--- src/rtl/dispatch_if.sv ---
// Rename/dispatch bus: the op bundle and pop mask from rename, plus the dispatch-stage contents
// that feed the ROB and issue queues.
package dispatch_pkg;
  localparam int unsigned rwd     = 2;
  localparam int unsigned prnum   = 64;
  localparam int unsigned robsz   = 32;
  localparam int unsigned wbw     = 2;
  localparam int unsigned cwd     = 2;
  localparam int unsigned rob_idw = $clog2(robsz) + 1;
  localparam int unsigned preg_w  = $clog2(prnum);
  localparam int unsigned com_w   = $clog2(cwd) + 1;
  localparam int unsigned take_w  = $clog2(rwd) + 1;

  // Renamed op. opid[15] is the lane-valid bit. prda[1] is the destination that gets allocated.
  typedef struct packed {
    logic [15:0]             opid;
    logic [1:0][preg_w-1:0]  prsa;
    logic [1:0][preg_w-1:0]  prda;
  } ren_bundle_t;
endpackage

interface dispatch_if;
  import dispatch_pkg::*;

  ren_bundle_t [rwd-1:0]           ren_bundle;
  logic        [rwd-1:0]           rename;
  logic                            dis_stall;
  logic        [rwd-1:0]           dis_valid;
  ren_bundle_t [rwd-1:0]           dis_bundle;
  logic        [rwd-1:0][rob_idw-1:0] dis_robid;
  logic        [rwd-1:0][1:0]      dis_rdy;

  modport master (
    output ren_bundle, dis_stall,
    input  rename, dis_valid, dis_bundle, dis_robid, dis_rdy
  );

  modport slave (
    input  ren_bundle, dis_stall,
    output rename, dis_valid, dis_bundle, dis_robid, dis_rdy
  );
endinterface

--- src/rtl/dispatch.sv ---
// Dispatch: takes an in-order prefix of renamed ops, allocates ROB ids, computes source-ready
// bits from the physical-register busy table and registers the group into a one-deep stage.
// Optional feature macro: DISPATCH_WB_BYPASS_EN (same-cycle writeback bypass into source-ready).
module dispatch
  import dispatch_pkg::*;
(
  input  logic                         clk,
  input  logic                         rst,
  dispatch_if.slave                    bus,
  input  logic                         red_valid,
  input  logic [rob_idw-1:0]           red_robid,
  input  logic [com_w-1:0]             com_num,
  input  logic [wbw-1:0]               wb_valid,
  input  logic [wbw-1:0][preg_w-1:0]   wb_preg
);

  logic [prnum-1:0]              busy;
  logic [rob_idw-1:0]            rob_tail;
  logic [rob_idw-1:0]            rob_cnt;

  logic [rob_idw-1:0]            rob_free_c;
  logic [rob_idw-1:0]            rob_head_c;
  logic                          accept_c;
  logic [rwd-1:0]                taken_c;
  logic [take_w-1:0]             take_n_c;
  logic [rwd-1:0][rob_idw-1:0]   robid_c;
  logic [rwd-1:0][1:0]           rdy_c;
  logic [prnum-1:0]              busy_n_c;
  logic [rwd-1:0][1:0]           held_rdy_c;

  // Lane selection: contiguous valid prefix, limited by free ROB entries.
  always_comb begin : take_sel
    logic prefix;
    rob_free_c = rob_idw'(robsz) - rob_cnt;
    rob_head_c = rob_tail - rob_cnt + rob_idw'(com_num);
    accept_c   = !red_valid && (!bus.dis_stall || !(|bus.dis_valid));
    prefix     = 1'b1;
    taken_c    = '0;
    take_n_c   = '0;
    robid_c    = '0;
    for (int i = 0; i < rwd; i++) begin
      prefix     = prefix & bus.ren_bundle[i].opid[15];
      taken_c[i] = accept_c && prefix && (rob_idw'(i) < rob_free_c);
      take_n_c   = take_n_c + take_w'(taken_c[i]);
      robid_c[i] = rob_tail + rob_idw'(i);
    end
  end

  assign bus.rename = taken_c;

  // Source-ready per lane/operand, with intra-group dependencies forcing not-ready.
  always_comb begin : src_rdy
    logic [preg_w-1:0] src;
    rdy_c = '0;
    src   = '0;
    for (int i = 0; i < rwd; i++) begin
      for (int j = 0; j < 2; j++) begin
        src         = bus.ren_bundle[i].prsa[j];
        rdy_c[i][j] = !busy[src];
`ifdef DISPATCH_WB_BYPASS_EN
        for (int k = 0; k < wbw; k++) begin
          if (wb_valid[k] && (wb_preg[k] == src)) rdy_c[i][j] = 1'b1;
        end
`endif
        for (int m = 0; m < i; m++) begin
          if (taken_c[m] && (src != '0) && (bus.ren_bundle[m].prda[1] == src)) rdy_c[i][j] = 1'b0;
        end
      end
    end
  end

  // Busy table next state: wakeups clear, new allocations set and win over a same-cycle wakeup.
  always_comb begin : busy_next
    busy_n_c = busy;
    for (int k = 0; k < wbw; k++) begin
      if (wb_valid[k]) busy_n_c[wb_preg[k]] = 1'b0;
    end
    for (int i = 0; i < rwd; i++) begin
      if (taken_c[i]) busy_n_c[bus.ren_bundle[i].prda[1]] = 1'b1;
    end
    busy_n_c[0] = 1'b0;
  end

  // Wakeup snoop for ops parked in the stage while downstream stalls.
  always_comb begin : held_wake
    held_rdy_c = bus.dis_rdy;
    for (int i = 0; i < rwd; i++) begin
      for (int j = 0; j < 2; j++) begin
        for (int k = 0; k < wbw; k++) begin
          if (bus.dis_valid[i] && wb_valid[k] && (wb_preg[k] == bus.dis_bundle[i].prsa[j]))
            held_rdy_c[i][j] = 1'b1;
        end
      end
    end
  end

  // ROB tail/occupancy tracking; a redirect rewinds the tail past the last surviving op.
  always_ff @(posedge clk or negedge rst) begin : rob_ptrs
    if (!rst) begin
      rob_tail <= '0;
      rob_cnt  <= '0;
    end else if (red_valid) begin
      rob_tail <= red_robid + rob_idw'(1);
      rob_cnt  <= red_robid + rob_idw'(1) - rob_head_c;
    end else begin
      rob_tail <= rob_tail + rob_idw'(take_n_c);
      rob_cnt  <= rob_cnt + rob_idw'(take_n_c) - rob_idw'(com_num);
    end
  end

  // Busy table register.
  always_ff @(posedge clk or negedge rst) begin : busy_reg
    if (!rst) busy <= '0;
    else      busy <= busy_n_c;
  end

  // One-deep dispatch stage: load taken lanes, hold under stall, otherwise drain.
  always_ff @(posedge clk or negedge rst) begin : dis_stage
    if (!rst) begin
      bus.dis_valid  <= '0;
      bus.dis_bundle <= '0;
      bus.dis_robid  <= '0;
      bus.dis_rdy    <= '0;
    end else if (red_valid) begin
      bus.dis_valid <= '0;
    end else if (|taken_c) begin
      for (int i = 0; i < rwd; i++) begin
        bus.dis_valid[i] <= taken_c[i];
        if (taken_c[i]) begin
          bus.dis_bundle[i] <= bus.ren_bundle[i];
          bus.dis_robid[i]  <= robid_c[i];
          bus.dis_rdy[i]    <= rdy_c[i];
        end
      end
    end else if (bus.dis_stall) begin
      bus.dis_rdy <= held_rdy_c;
    end else begin
      bus.dis_valid <= '0;
    end
  end

endmodule
--- src/flat_wrapper.sv ---
// flat-port wrapper written by rule: the top's interface ports become plain ports
module dispatch_flat import dispatch_pkg::*;
  (clk, rst, red_valid, red_robid, com_num, wb_valid, wb_preg, bus_ren_bundle, bus_dis_stall, bus_rename, bus_dis_valid, bus_dis_bundle, bus_dis_robid, bus_dis_rdy);
  dispatch_if bus_i ();
  input  logic clk;
  input  logic rst;
  input  logic red_valid;
  input  logic [rob_idw-1:0] red_robid;
  input  logic [com_w-1:0] com_num;
  input  logic [wbw-1:0] wb_valid;
  input  logic [wbw-1:0][preg_w-1:0] wb_preg;
  input wire logic [$bits(bus_i.ren_bundle)-1:0] bus_ren_bundle;
  input wire logic [$bits(bus_i.dis_stall)-1:0] bus_dis_stall;
  output wire logic [$bits(bus_i.rename)-1:0] bus_rename;
  output wire logic [$bits(bus_i.dis_valid)-1:0] bus_dis_valid;
  output wire logic [$bits(bus_i.dis_bundle)-1:0] bus_dis_bundle;
  output wire logic [$bits(bus_i.dis_robid)-1:0] bus_dis_robid;
  output wire logic [$bits(bus_i.dis_rdy)-1:0] bus_dis_rdy;
  assign bus_i.ren_bundle = bus_ren_bundle;
  assign bus_i.dis_stall = bus_dis_stall;
  assign bus_rename = bus_i.rename;
  assign bus_dis_valid = bus_i.dis_valid;
  assign bus_dis_bundle = bus_i.dis_bundle;
  assign bus_dis_robid = bus_i.dis_robid;
  assign bus_dis_rdy = bus_i.dis_rdy;
  dispatch u_core (.clk(clk), .rst(rst), .bus(bus_i), .red_valid(red_valid), .red_robid(red_robid), .com_num(com_num), .wb_valid(wb_valid), .wb_preg(wb_preg));
endmodule
--- config.mk ---
export PLATFORM = sky130hd
export DESIGN_NAME = dispatch_flat
export DESIGN_NICKNAME = d
export VERILOG_FILES = /design/src/rtl/dispatch_if.sv /design/src/rtl/dispatch.sv /design/src/flat_wrapper.sv
export SDC_FILE = /design/constraint.sdc
export NUM_CORES = 1
export LEC_CHECK = 0
export BUFFER_PORTS_ARGS = -buffer_cell sky130_fd_sc_hd__buf_2
export CORE_MARGIN = 3
export CORE_UTILIZATION = 30
export DETAILED_ROUTE_END_ITERATION = 6
export PLACE_DENSITY = 0.55
export REMOVE_ABC_BUFFERS = 1
export SYNTH_ARGS = -nofsm -noshare
export SYNTH_HDL_FRONTEND = slang
export SYNTH_SLANG_ARGS = --single-unit
--- constraint.sdc ---
create_clock -name clk -period 4.2 [get_ports clk]
set_input_delay 0.21 -clock clk [delete_from_list [all_inputs] [get_ports clk]]
set_output_delay 0.21 -clock clk [all_outputs]
set_load 0.02 [all_outputs]
Yosys cells after proc, flatten, opt, wreduce, memory -nomap -nowiden
Cells that the tools add are included.
{"block": "word_totals", "reg_bits": 173, "inputBits": 106, "output_inout_bits": 100, "elab_cells": 152}
{"block": "classes", "addsub": 10, "n_lt_le_gt_ge": 14, "n_eq_ne": 13, "n_mux": 39, "n_bitwise": 8, "n_reduce_logical": 48}
{"op": "$mux 64", "n": 4}
{"op": "$and 64x64->64", "n": 2}
{"op": "$not 64->64", "n": 2}
{"op": "$or 64x64->64", "n": 2}
{"op": "$eq 6x6->1", "n": 10}
{"op": "$lt 6x7->1 const B", "n": 8}
{"op": "$logic_and 1x1->1", "n": 25}
{"op": "$bmux 1 s6", "n": 4}
{"op": "$demux 1 s6", "n": 4}
{"op": "$ge 6x1->1 const B", "n": 4}
{"op": "$add 6x2->6", "n": 3}
{"op": "$mux 1", "n": 18}
{"op": "$reduce_and 4->1", "n": 4}
{"op": "$add 6x1->6 const B", "n": 2}
{"op": "$lt 1x6->1 const A", "n": 2}
{"op": "$mux 6", "n": 2}
{"op": "$reduce_bool 3->1", "n": 4}
{"op": "$reduce_bool 6->1", "n": 2}
{"op": "$sub 6x6->6", "n": 2}
{"op": "$mux 2", "n": 5}
{"op": "$mux 4", "n": 2}
{"op": "$logic_not 1->1", "n": 7}
{"op": "$reduce_and 3->1", "n": 2}
{"op": "$sub 6x2->6", "n": 1}
{"op": "10 further kinds", "n": 11}

Depth between registers and ports, before layout
Gate-level depths: netlist of the first run.
{"block": "depth", "depth_word": 13, "mapped_depth": 18, "depth_no_buf": 17}

Least setup slack after synthesis of the first run
OpenSTA, ideal clock, no wires.
{"block": "synth_timing", "path_kind": "reg-to-reg", "from": "register u_core.rob_cnt[0]", "to": "register u_core.rob_cnt[5]", "setup_time_ns": 0.138, "arrival_ns": 3.797, "required_ns": 4.062, "path_slack_ns": 0.264, "stages_incl_launch_ff": 18, "n_path_buf": 1, "synth_period_minus_slack_ns": 3.936, "cell_sequence": "dfrtp_1 inv_1 ha_1 nor2b_1 o21ai_1 a211oi_1 a21oi_2 buf_1 ha_1 xnor2_1 ha_1 ha_1 a21o_1 a21oi_1 o21bai_1 a21oi_1 xnor2_1 mux2i_1"}
{"block": "synth_via", "elab_chain_len": 7, "elab_cells_between_ends": 12, "cone_classes": "add/sub: 7; order compare: 2; mux: 1; reduce/logical: 2"}
{"item": "start, declared", "line": "dispatch.sv:19", "source": "logic [rob_idw-1:0] rob_cnt;"}
{"item": "start signal, assigned", "line": "dispatch.sv:104", "source": "rob_cnt <= red_robid + rob_idw'(1) - rob_head_c;"}
{"item": "start signal, assigned", "line": "dispatch.sv:107", "source": "rob_cnt <= rob_cnt + rob_idw'(take_n_c) - rob_idw'(com_num);"}
{"item": "$sub 6x6->6", "line": "dispatch.sv:34", "source": "rob_free_c = rob_idw'(robsz) - rob_cnt;"}
{"item": "$lt 1x6->1", "line": "dispatch.sv:43", "source": "taken_c[i] = accept_c && prefix && (rob_idw'(i) < rob_free_c);"}
{"item": "$logic_and 1x1->1", "line": "dispatch.sv:43"}
{"item": "named net bus_rename[0]", "line": "flat_wrapper.sv:14", "source": "output wire logic [$bits(bus_i.rename)-1:0] bus_rename;"}
{"item": "$add 1x1->2", "line": "dispatch.sv:44", "source": "take_n_c = take_n_c + take_w'(taken_c[i]);"}
{"item": "$add 6x2->6", "line": "dispatch.sv:107"}
{"item": "$sub 6x2->6", "line": "dispatch.sv:107"}
{"item": "$mux 6", "line": "dispatch.sv:102", "source": "end else if (red_valid) begin"}
The timed path passes the listed nets, and every way through them passes these cells.
A chain may end at the register's enable or synchronous reset.

Final worst setup path of the first run
{"block": "layout_timing", "from": "register u_core.rob_cnt[0]", "to": "register u_core.rob_cnt[5]"}
{"block": "layout_via", "elab_chain_len": 7, "elab_cells_between_ends": 12, "cone_classes": "add/sub: 7; order compare: 2; mux: 1; reduce/logical: 2"}
{"item": "$sub 6x6->6", "line": "dispatch.sv:34"}
{"item": "$lt 1x6->1", "line": "dispatch.sv:43"}
{"item": "$logic_and 1x1->1", "line": "dispatch.sv:43"}
{"item": "$add 1x1->2", "line": "dispatch.sv:44"}
{"item": "$add 6x2->6", "line": "dispatch.sv:107"}
{"item": "$sub 6x2->6", "line": "dispatch.sv:107"}
{"item": "$mux 6 (*)", "line": "dispatch.sv:102"}
Every way passes the cells marked *; elsewhere a longest branch is shown, timed or not.

==> results of run 1 <==
-- report_power, final --
| part | switching [mW] | internal (mW) |
|---|---|---|
| Sequential | 0.566 | 2.18 |
| Clock | 0.780 | 0.864 |
| Combinational | 1.76 | 1.43 |
-- synthesized netlist by cell type (all sizes together) (9+ instances only) --
library cell / n / area share
dfrtp: 173 / 0.37
mux2: 97 / 0.093
a22oi: 79 / 0.050
nand2: 75 / 0.024
mux4: 58 / 0.11
clkbuf: 53 / 0.017
nor2: 46 / 0.015
o21ai: 44 / 0.019
xnor2: 44 / 0.033
xor2: 43 / 0.033
inv: 36 / 0.011
mux2i: 30 / 0.025
buf: 28 / 0.011
ha: 28 / 0.030
a21oi: 27 / 0.012
nand4: 24 / 0.013
nand3: 23 / 0.0098
o211ai: 21 / 0.014
nor3: 16 / 0.0068
nand3b: 11 / 0.0070
o311ai: 11 / 0.0082
nor3b: 10 / 0.0064
nand2b: 9 / 0.0048
-- per-stage QoR --
stage,setup TNS (ns),total power [mW],hold WS [ns],utilization,setup slack [ns]
after floorplan,-136.65,4.735,-0.08559,-,-2.979
after global placement,0,5.864,0.2288,0.3477,0.4874
after detailed placement,0,5.912,0.2309,0.3477,0.4152
after CTS,0,7.627,0.02896,0.3744,0.3740
after global routing,0,8.071,0.05301,0.3744,0.06641
final,0,7.579,0.04892,0.3744,0.3845
-- worst max path at each step --
stage                      startpoint                        end  slack (ns)
floorplan           u_core.rob_cnt[0]  u_core.bus.dis_bundle[40]       -2.98
finish              u_core.rob_cnt[0]          u_core.rob_cnt[5]        0.38
CTS                 u_core.rob_cnt[0]          u_core.rob_cnt[5]        0.37
detailed placement  u_core.rob_cnt[0]          u_core.rob_cnt[5]        0.42
global placement    u_core.rob_cnt[0]          u_core.rob_cnt[5]        0.49
global route        u_core.rob_cnt[0]          u_core.rob_cnt[5]        0.07
-- per-layer routing --
layer,part of all wire,vias up,GRT usage
met5,0.00073,-,0
met4,0.041,4,0.09536
met3,0.10,156,0.07007
met2,0.46,616,0.3494
met1,0.40,5242,0.2789
li1,-,4510,-
-- what timing repair did --
item / 4_1_cts / 5_1_grt
resized for setup: 0 / 0
endpoints found under the hold margin: 100 / 0
hold buffers: 43 / 0
setup endpoints to repair: 0 / 0
-- cell families after synthesis --
family          share of synthesized area
mux                                0.2292
flops                              0.3676
buf+inv                           0.03909
simple gates                       0.1161
xor+xnor                          0.06534
compound gates                     0.1394
fa+ha+maj                         0.04334
-- final cells by class --
class	count	area, um^2	share of cell area
well taps	511	639.4	0.04470
repair buffers	260	1578	0.1103
multi-input cells	798	7030	0.4916
diodes	1	2.502	0.0001750
inverters	36	135.1	0.009448
clock inverters	13	145.1	0.01015
clock buffers	19	442.9	0.03097
flip-flops and latches	173	4329	0.3027
==> impl_metrics.ini, run 1 <==
[outcome]
status = finished with violations
violations = DRC

[worst_setup_path]
r2r-end = u_core.rob_cnt[5]
path_delay_family = compound AO/OA/AOI/OAI gates
cp_max_fo = 5
cp_slowest_cell = dfrtp_1
crit_top_cell = ha_1
cp.arrival_ns = 4.13
endpoint_kind = flip-flop
crit_required_ns = 4.51
crit_chain = inv_1, ha_1, a21boi_0, mux2i_1, a211oi_1, a21oi_4, ha_1, xnor2_1, ha_1, ha_1, a21o_1, a21oi_1, o21bai_1, a21oi_1, xnor2_1, mux2i_1
path_class = reg -> reg
slowest_delay_ns = 0.51
start_kind = flip-flop
rr_startpoint = u_core.rob_cnt[0]
cp.depth = 16
r2r_cells = 16
crit_buf_inv = 1
reg2reg_slack_ns = 0.38

[yosys]
ys_seq_area_frac = 0.3676
synth_edf_count = 0
synthCells = 1088
ys_types = 71
synthArstFlopShare = 1.000
syn_avg_cell_area_um2 = 10.82
ys_warn_count = 0
synth_ff_type = dfrtp_1
syn-cell-area_um2 = 11780
synth-seq-cells = 173

[placement]
place_congestion = 0.9634
portBuffers = 205
place_hpwl_mm = 31.79
dp.cells = 1735
placed_cell_area_um2 = 13280

[floorplanning]
dieArea_um2 = 41670
die_h_um = 204.1
start_util = 0.3083
placementRows = 71
dieWidth_um = 204.1
io_pins = 206
core_area_um2 = 38200

[cts]
clock_sinks = 173
clockBufferDepth = 2
cts_tree = yes
cts_buffers = 17
h-tree-depth = 4
clk_latency_ns = 0.45
cts-root-buf = clkbuf_16
postCtsSetupRepairBufs = 0
clk_pin_slew_ns = 0.08

[timing]
rsz0062_at_grt = false
finalSetupViolations = 0
max_freq_mhz = 262.1
finalHoldViolations = 0
fin_skew_ns = 0.01007
worstMarginPinSlew_ns = 1.246
slew_viol_final = 0
slew_headroom = 0.1628
min_period_ns = 3.816
period_share = 0.9085

[power]
p_per_area_nw_per_um2 = 529.9
peakVddDrop_uv = 279.5
power_leakage_nw = 5.872

[global_route]
grt_usage = 0.2210
grt_pass1_vias = 10770
grt_overflow = 0
grt_pass1_wl_mm = 69.37
grt_max_degree = 116
antenna_found_initial = 2

[finish]
syn2layout_area_growth_pct = 21.44
final_common_cell = buf_2
final_cell_mix = buf_2 (204), dfrtp_1 (173), a22oi_1 (79)
nNetsFinal = 1428
instances_no_fill = 1811
largest_reg_flops = 80
design_area_um2 = 14300
nFillCells = 3862
drive_above_1_share = 0.2964

[hold_path]
hold_path_class = in -> reg
min_path_cells = 2
min_to = u_core.bus.dis_bundle[17]
worstHoldStart = bus_ren_bundle[17]

[drt]
remaining_drc_errors = 1
drtPass1Iterations = 7
wl_per_cell_um = 25.62
drt_iter0_drc = 1423
vias = 10530
vias_per_cell = 5.813
ant_nets = 0
routed_wl_mm = 46.40

[job]
drv_cap = 0
Note: power is estimated with default switching activity, not from simulation.
==> inputs of run 2 (changes only) <==
- clock period: 4.2 -> 4.65 ns (I/O delays scaled with it)
==> run 2 against run 1 <==
Against the previous run:
- the run still ends with DRC left
- register-to-register slack gained 0.44 ns
- flip-flop and latch count is the same
- via count shrank 1.8%
- largest power group unchanged
- critical endpoint unchanged
- combinational power shrank 11%
- clock skew grew 0.0052 ns
- power shrank 10%
- clock power shrank 9%
- global-route usage shrank 0.54 points
- core utilization shrank 0.20 points
- sequential share of layout area grew 0.17 points
- final cell count shrank 0.55%
==> impl_metrics.ini, run 2 (synthesized netlist as in run 1, its figures left out) <==
[finish]
design_area_um2 = 14220
largest_reg_flops = 80
antenna_cells = 0
syn2layout_area_growth_pct = 20.78
final_cell_mix = buf_2 (204), dfrtp_1 (173), a22oi_1 (79)
nNetsFinal = 1419
drive_above_1_share = 0.2984
final_common_cell = buf_2

[timing]
worstMarginPinSlew_ns = 1.159
max_freq_mhz = 261.6
slew_viol_final = 0
finalSetupViolations = 0
finalHoldViolations = 0
fin_skew_ns = 0.01531
holdWs_ns = 0.02344
slew_headroom = 0.2212
period_share = 0.8222
setup_slack_ns = 0.8270
rsz0062_at_grt = false
min_period_ns = 3.823

[worst_setup_path]
crit_required_ns = 4.96
cp-startpoint = u_core.rob_cnt[0]
slowest_delay_ns = 0.51
crit_end = u_core.rob_cnt[5]
reg2reg_slack_ns = 0.83
endpoint_kind = flip-flop
crit_top_cell = ha_1
cp_slowest_cell = dfrtp_1
start_kind = flip-flop
cp_max_fo = 5
rr_startpoint = u_core.rob_cnt[0]
crit_chain = inv_1, ha_1, nor2b_1, o21ai_1, a2111oi_4, nor2_1, ha_1, xnor2_1, ha_1, ha_1, a21o_1, a21oi_1, o21bai_1, a21oi_1, xnor2_1, mux2i_1
r2r_cells = 16
r2r-end = u_core.rob_cnt[5]
path_class = reg -> reg
cp.arrival_ns = 4.13

[power]
peakVddDrop_uv = 251.6
p_per_area_nw_per_um2 = 479.3
p_seq_frac = 0.364
combPwrFrac = 0.417
cellInternalPower_mw = 4.006
power.total_mw = 6.819
swShare = 0.4125
p_clk_frac = 0.218
power_leakage_nw = 5.841
switchingPower_mw = 2.813

[cts]
cts-root-buf = clkbuf_16
postCtsSetupRepairBufs = 0
clk_pin_slew_ns = 0.08
cts_tree = yes
clk_latency_ns = 0.45
cts_buffers = 17
h-tree-depth = 4
clock_sinks = 173
clockBufferDepth = 2

[placement]
place_congestion = 0.9128
post-place-ws_ns = 0.8239
placed_cell_area_um2 = 13270
portBuffers = 205
place_hpwl_mm = 31.70

[global_route]
grt_pass1_wl_mm = 67.57
grt_overflow = 0
grt_pass1_vias = 10770
grt_usage = 0.2156
antenna_found_initial = 0
use_met1 = 0.2706
met2_usage = 0.3370
use_met3 = 0.06657
grt_max_degree = 106
grt_busiest_layer = met2

[floorplanning]
dieWidth_um = 204.1
dieArea_um2 = 41670
start_util = 0.3083
placementRows = 71
core_area_um2 = 38200
io_pins = 206
die_h_um = 204.1

[job]
drv_cap = 0

[drt]
vias_per_cell = 5.741
drt_iter0_drc = 1256
ant_nets = 0
remaining_drc_errors = 1
routed_wl_mm = 44.97
drtPass1Iterations = 7
wl_per_cell_um = 24.97
vias = 10340

[outcome]
status = finished with violations
violations = DRC

[hold_path]
hold_path_class = in -> reg
[run 2: changes by cell type in the layout (fill, tap and decap cells not counted), moves of 2 or more]
cell           delta
clkinv_4          +2
dlygate4sd3_1     -8
inv_6             -3
clkinv_8          +3
[run 2: per-layer routing]
layer | share of wire | vias up
met4 | 0.048 | 0
li1 | - | 4492
met5 | 0 | -
met1 | 0.40 | 5161
met3 | 0.095 | 145
met2 | 0.46 | 542
[run 2: power by group through the flow]
| stage | clock (mW) | combinational, mW | sequential (mW) |
|---|---|---|---|
| 3_3_place_gp | 0 | 2.82 | 2.49 |
| 3_5_place_dp | 0 | 2.83 | 2.50 |
| 6_report | 1.49 | 2.85 | 2.49 |
| 4_1_cts | 1.53 | 2.87 | 2.48 |
| 2_1_floorplan | 0 | 1.54 | 2.74 |
| 5_1_grt | 1.59 | 3.13 | 2.55 |
[run 2: timing repair]
action,in CTS,in global routing
endpoints found under the hold margin,68,0
hold buffers,35,0
resized for setup,0,0
[run 2: critical path: cells and delay by family, from the launching register on]
family,cells,cell delay (ns)
adders and majority gates,4,1.16
xor gates and xnor gates,2,0.29
AOI/OAI and AO/OA,6,1.04
DFF,1,0.51
muxes,1,0.08
buffers and inverters,1,0.13
and+or+nand+nor,2,0.49
[run 2: layout make-up]
class / instances / area (um^2)
fillers: 3830 / 23970
well taps: 511 / 639.4
inverters: 36 / 135.1
clock inverters: 13 / 147.6
multi-input cells: 798 / 7030
flip-flops and latches: 173 / 4329
clock buffers: 19 / 452.9
repair buffers: 251 / 1490
[run 2: worst min path at each step]
stage / startpoint / end / slack (ns) / cells after the start
2_1_floorplan: rst / u_core.bus.dis_bundle[0] / -0.06 / 0
3_3_place_gp: rst / u_core.bus.dis_bundle[39] / 0.45 / 1
3_5_place_dp: rst / u_core.bus.dis_bundle[39] / 0.45 / 1
4_1_cts: bus_ren_bundle[32] / u_core.bus.dis_bundle[32] / 0.0007 / 2
5_1_grt: bus_ren_bundle[0] / u_core.bus.dis_bundle[0] / 0.001 / 2
6_report: bus_ren_bundle[27] / u_core.bus.dis_bundle[27] / 0.02 / 2
[run 2: through the flow]
step / util / setup TNS, ns / cells
after floorplan: - / -115.83 / 1007
after detailed placement: 0.3475 / 0 / 1734
after global placement: 0.3475 / 0 / 1734
final: 0.3724 / 0 / 1801
after global routing: 0.3724 / 0 / 1801
after CTS: 0.3724 / 0 / 1801
==> inputs of run 3 (changes only) <==
- PLACE_DENSITY: 0.55 -> 0.57
- clock period: 4.65 -> 3.15 ns (I/O delays scaled with it)
==> run 3 against run 2 <==
Against the previous run:
- the flow finishes with violations (setup timing)
- clock skew down 0.0064 ns
- via count rose by 5.4%
- maximum frequency rose by 17%
- sequential power up 47%
- sequential share of layout area down 1.3 points
- setup slack worse by 0.94 ns
- clock power increased by 48%
- non-clock buffer count increased by 64
- wire length grew 5.3%
- final cell count rose by 3.7%
- critical path type unchanged
- largest power group unchanged
==> impl_metrics.ini, run 3 (synthesized netlist as in run 1, its figures left out) <==
[outcome]
status = finished with violations
violations = setup timing

[cts]
h-tree-depth = 4
clk_pin_slew_ns = 0.07
clk_latency_ns = 0.44
cts_buffers = 17
cts_tree = yes
clockBufferDepth = 2
cts-root-buf = clkbuf_16
clock_sinks = 173

[worst_setup_path]
cp.arrival_ns = 3.58
start_kind = flip-flop
crit_required_ns = 3.47
crit_buf_inv = 1
endpoint_kind = flip-flop
path_delay_family = compound AO/OA/AOI/OAI gates
crit_chain = inv_1, ha_2, nor2b_1, o21ai_2, a2111oi_4, nor2_2, ha_2, xnor2_2, ha_1, ha_1, a21o_1, a21oi_2, o21bai_1, a21oi_2, xnor2_1, mux2i_1
cp_slowest_cell = a2111oi_4
cp_max_fo = 4
slowest_delay_ns = 0.42
path_class = reg -> reg

[finish]
final_common_cell = buf_2
instances_no_fill = 1867
drive_above_1_share = 0.3375
largest_reg_flops = 80
fin_util = 0.3892
multiInputGateArea_um2 = 7118
nFillCells = 3778
design_area_um2 = 14870
final-seq-area_um2 = 4329
final_cell_mix = buf_2 (204), dfrtp_1 (173), a22oi_1 (79)
nNetsFinal = 1483
syn2layout_area_growth_pct = 26.22

[placement]
place_hpwl_mm = 33.19
dp.cells = 1783
placed_cell_area_um2 = 13640
place_congestion = 0.9840
portBuffers = 205

[floorplanning]
start_util = 0.3083
dieArea_um2 = 41670
dieWidth_um = 204.1
core_area_um2 = 38200
io_pins = 206
placementRows = 71
die_h_um = 204.1

[timing]
period_share = 1.035
worstMarginPinSlew_ns = 1.306
min_period_ns = 3.259
finalHoldViolations = 0
holdWs_ns = 0.07010
fin_skew_ns = 0.008879
setup_slack_ns = -0.1090
slew_viol_final = 0
slew_headroom = 0.1257
finalSetupViolations = 5
rsz0062_at_grt = true
max_freq_mhz = 306.8

[drt]
drt_iter0_drc = 1287
wl_per_cell_um = 25.36
routed_wl_mm = 47.34
remaining_drc_errors = 0
drtPass1Iterations = 7
ant_nets = 0
vias_per_cell = 5.836
vias = 10900

[global_route]
grt_pass1_wl_mm = 70.85
grt_pass1_vias = 11120
grt_max_degree = 84
antenna_found_initial = 1
grt_overflow = 0
grt_usage = 0.2262

[power]
peakVddDrop_uv = 418.6
power.total_mw = 10.53
p_per_area_nw_per_um2 = 708.5
power_leakage_nw = 6.163

[job]
drv_cap = 0

[hold_path]
hold_path_class = in -> reg
## run 3: cell count changes in the layout (fill, tap and decap cells not counted), moves of 3 or more
cell           before  now
ha_4                0    3
a21oi_1            26   23
dlygate4sd3_1      35   44
buf_4               9   59
buf_6               1    4
ha_1               28   23
a21oi_2             0    3
## run 3: report_power, final
| part | total (mW) | internal [mW] | leakage, nW | switching (mW) |
|---|---|---|---|---|
| registers | 3.67 | 2.91 | 2.13 | 0.766 |
| clock network | 2.20 | 1.14 | 0.292 | 1.06 |
| logic | 4.66 | 2.18 | 3.74 | 2.48 |
## run 3: worst paths after layout
| path | cells past startpoint | endpoint | start | slack [ns] |
|---|---|---|---|---|
| max | 16 | u_core.rob_cnt[5] | u_core.rob_cnt[0] | -0.11 |
| min | 2 | u_core.bus.dis_bundle[48] | bus_ren_bundle[48] | 0.07 |
| max reg2reg | 16 | u_core.rob_cnt[5] | u_core.rob_cnt[0] | -0.11 |
| min reg2reg | 1 | u_core.bus.dis_bundle[79] | u_core.bus.dis_bundle[79] | 0.46 |
| max in group asynchronous | 3 | u_core.busy[6] | rst | 1.95 |
| min in group asynchronous | 2 | u_core.bus.dis_bundle[39] | rst | 0.35 |
## run 3: final cells by class
type                            count  share of cell area
Antenna cell                        2           0.0003367
Clock buffer                       17             0.02862
Clock inverter                     15             0.01187
Inverter                           36            0.009090
Multi-Input combinational cell    798              0.4788
Sequential cell                   173              0.2912
Tap cell                          511             0.04301
Timing Repair Buffer              315              0.1370
## run 3: routing by layer
metal  global-route usage  wire, um  up-vias
met5                    0         0        -
met4               0.1044      2343        0
met3              0.06068      4819      171
met2               0.3571     21710      680
met1               0.2901     18470     5412
li1                     -         -     4632
## run 3: what timing repair did
| action | in CTS | in global routing |
|---|---|---|
| setup buffers | 4 | 2 |
| endpoints found under the setup margin | 71 | 54 |
| hold buffers | 44 | 0 |
| cloned | 1 | 0 |
| resized for setup | 16 | 14 |
| pin swaps | 16 | 8 |
| endpoints found under the hold margin | 122 | 0 |
## run 3: per-stage QoR
| step | setup TNS, ns | setup slack [ns] |
|---|---|---|
| after global routing | -5.289 | -0.3370 |
| after global placement | -10.70 | -0.2428 |
| after floorplan | -209.46 | -4.029 |
| after CTS | -0.4596 | -0.1409 |
| final | -0.3784 | -0.1090 |
| after detailed placement | -16.64 | -0.3495 |
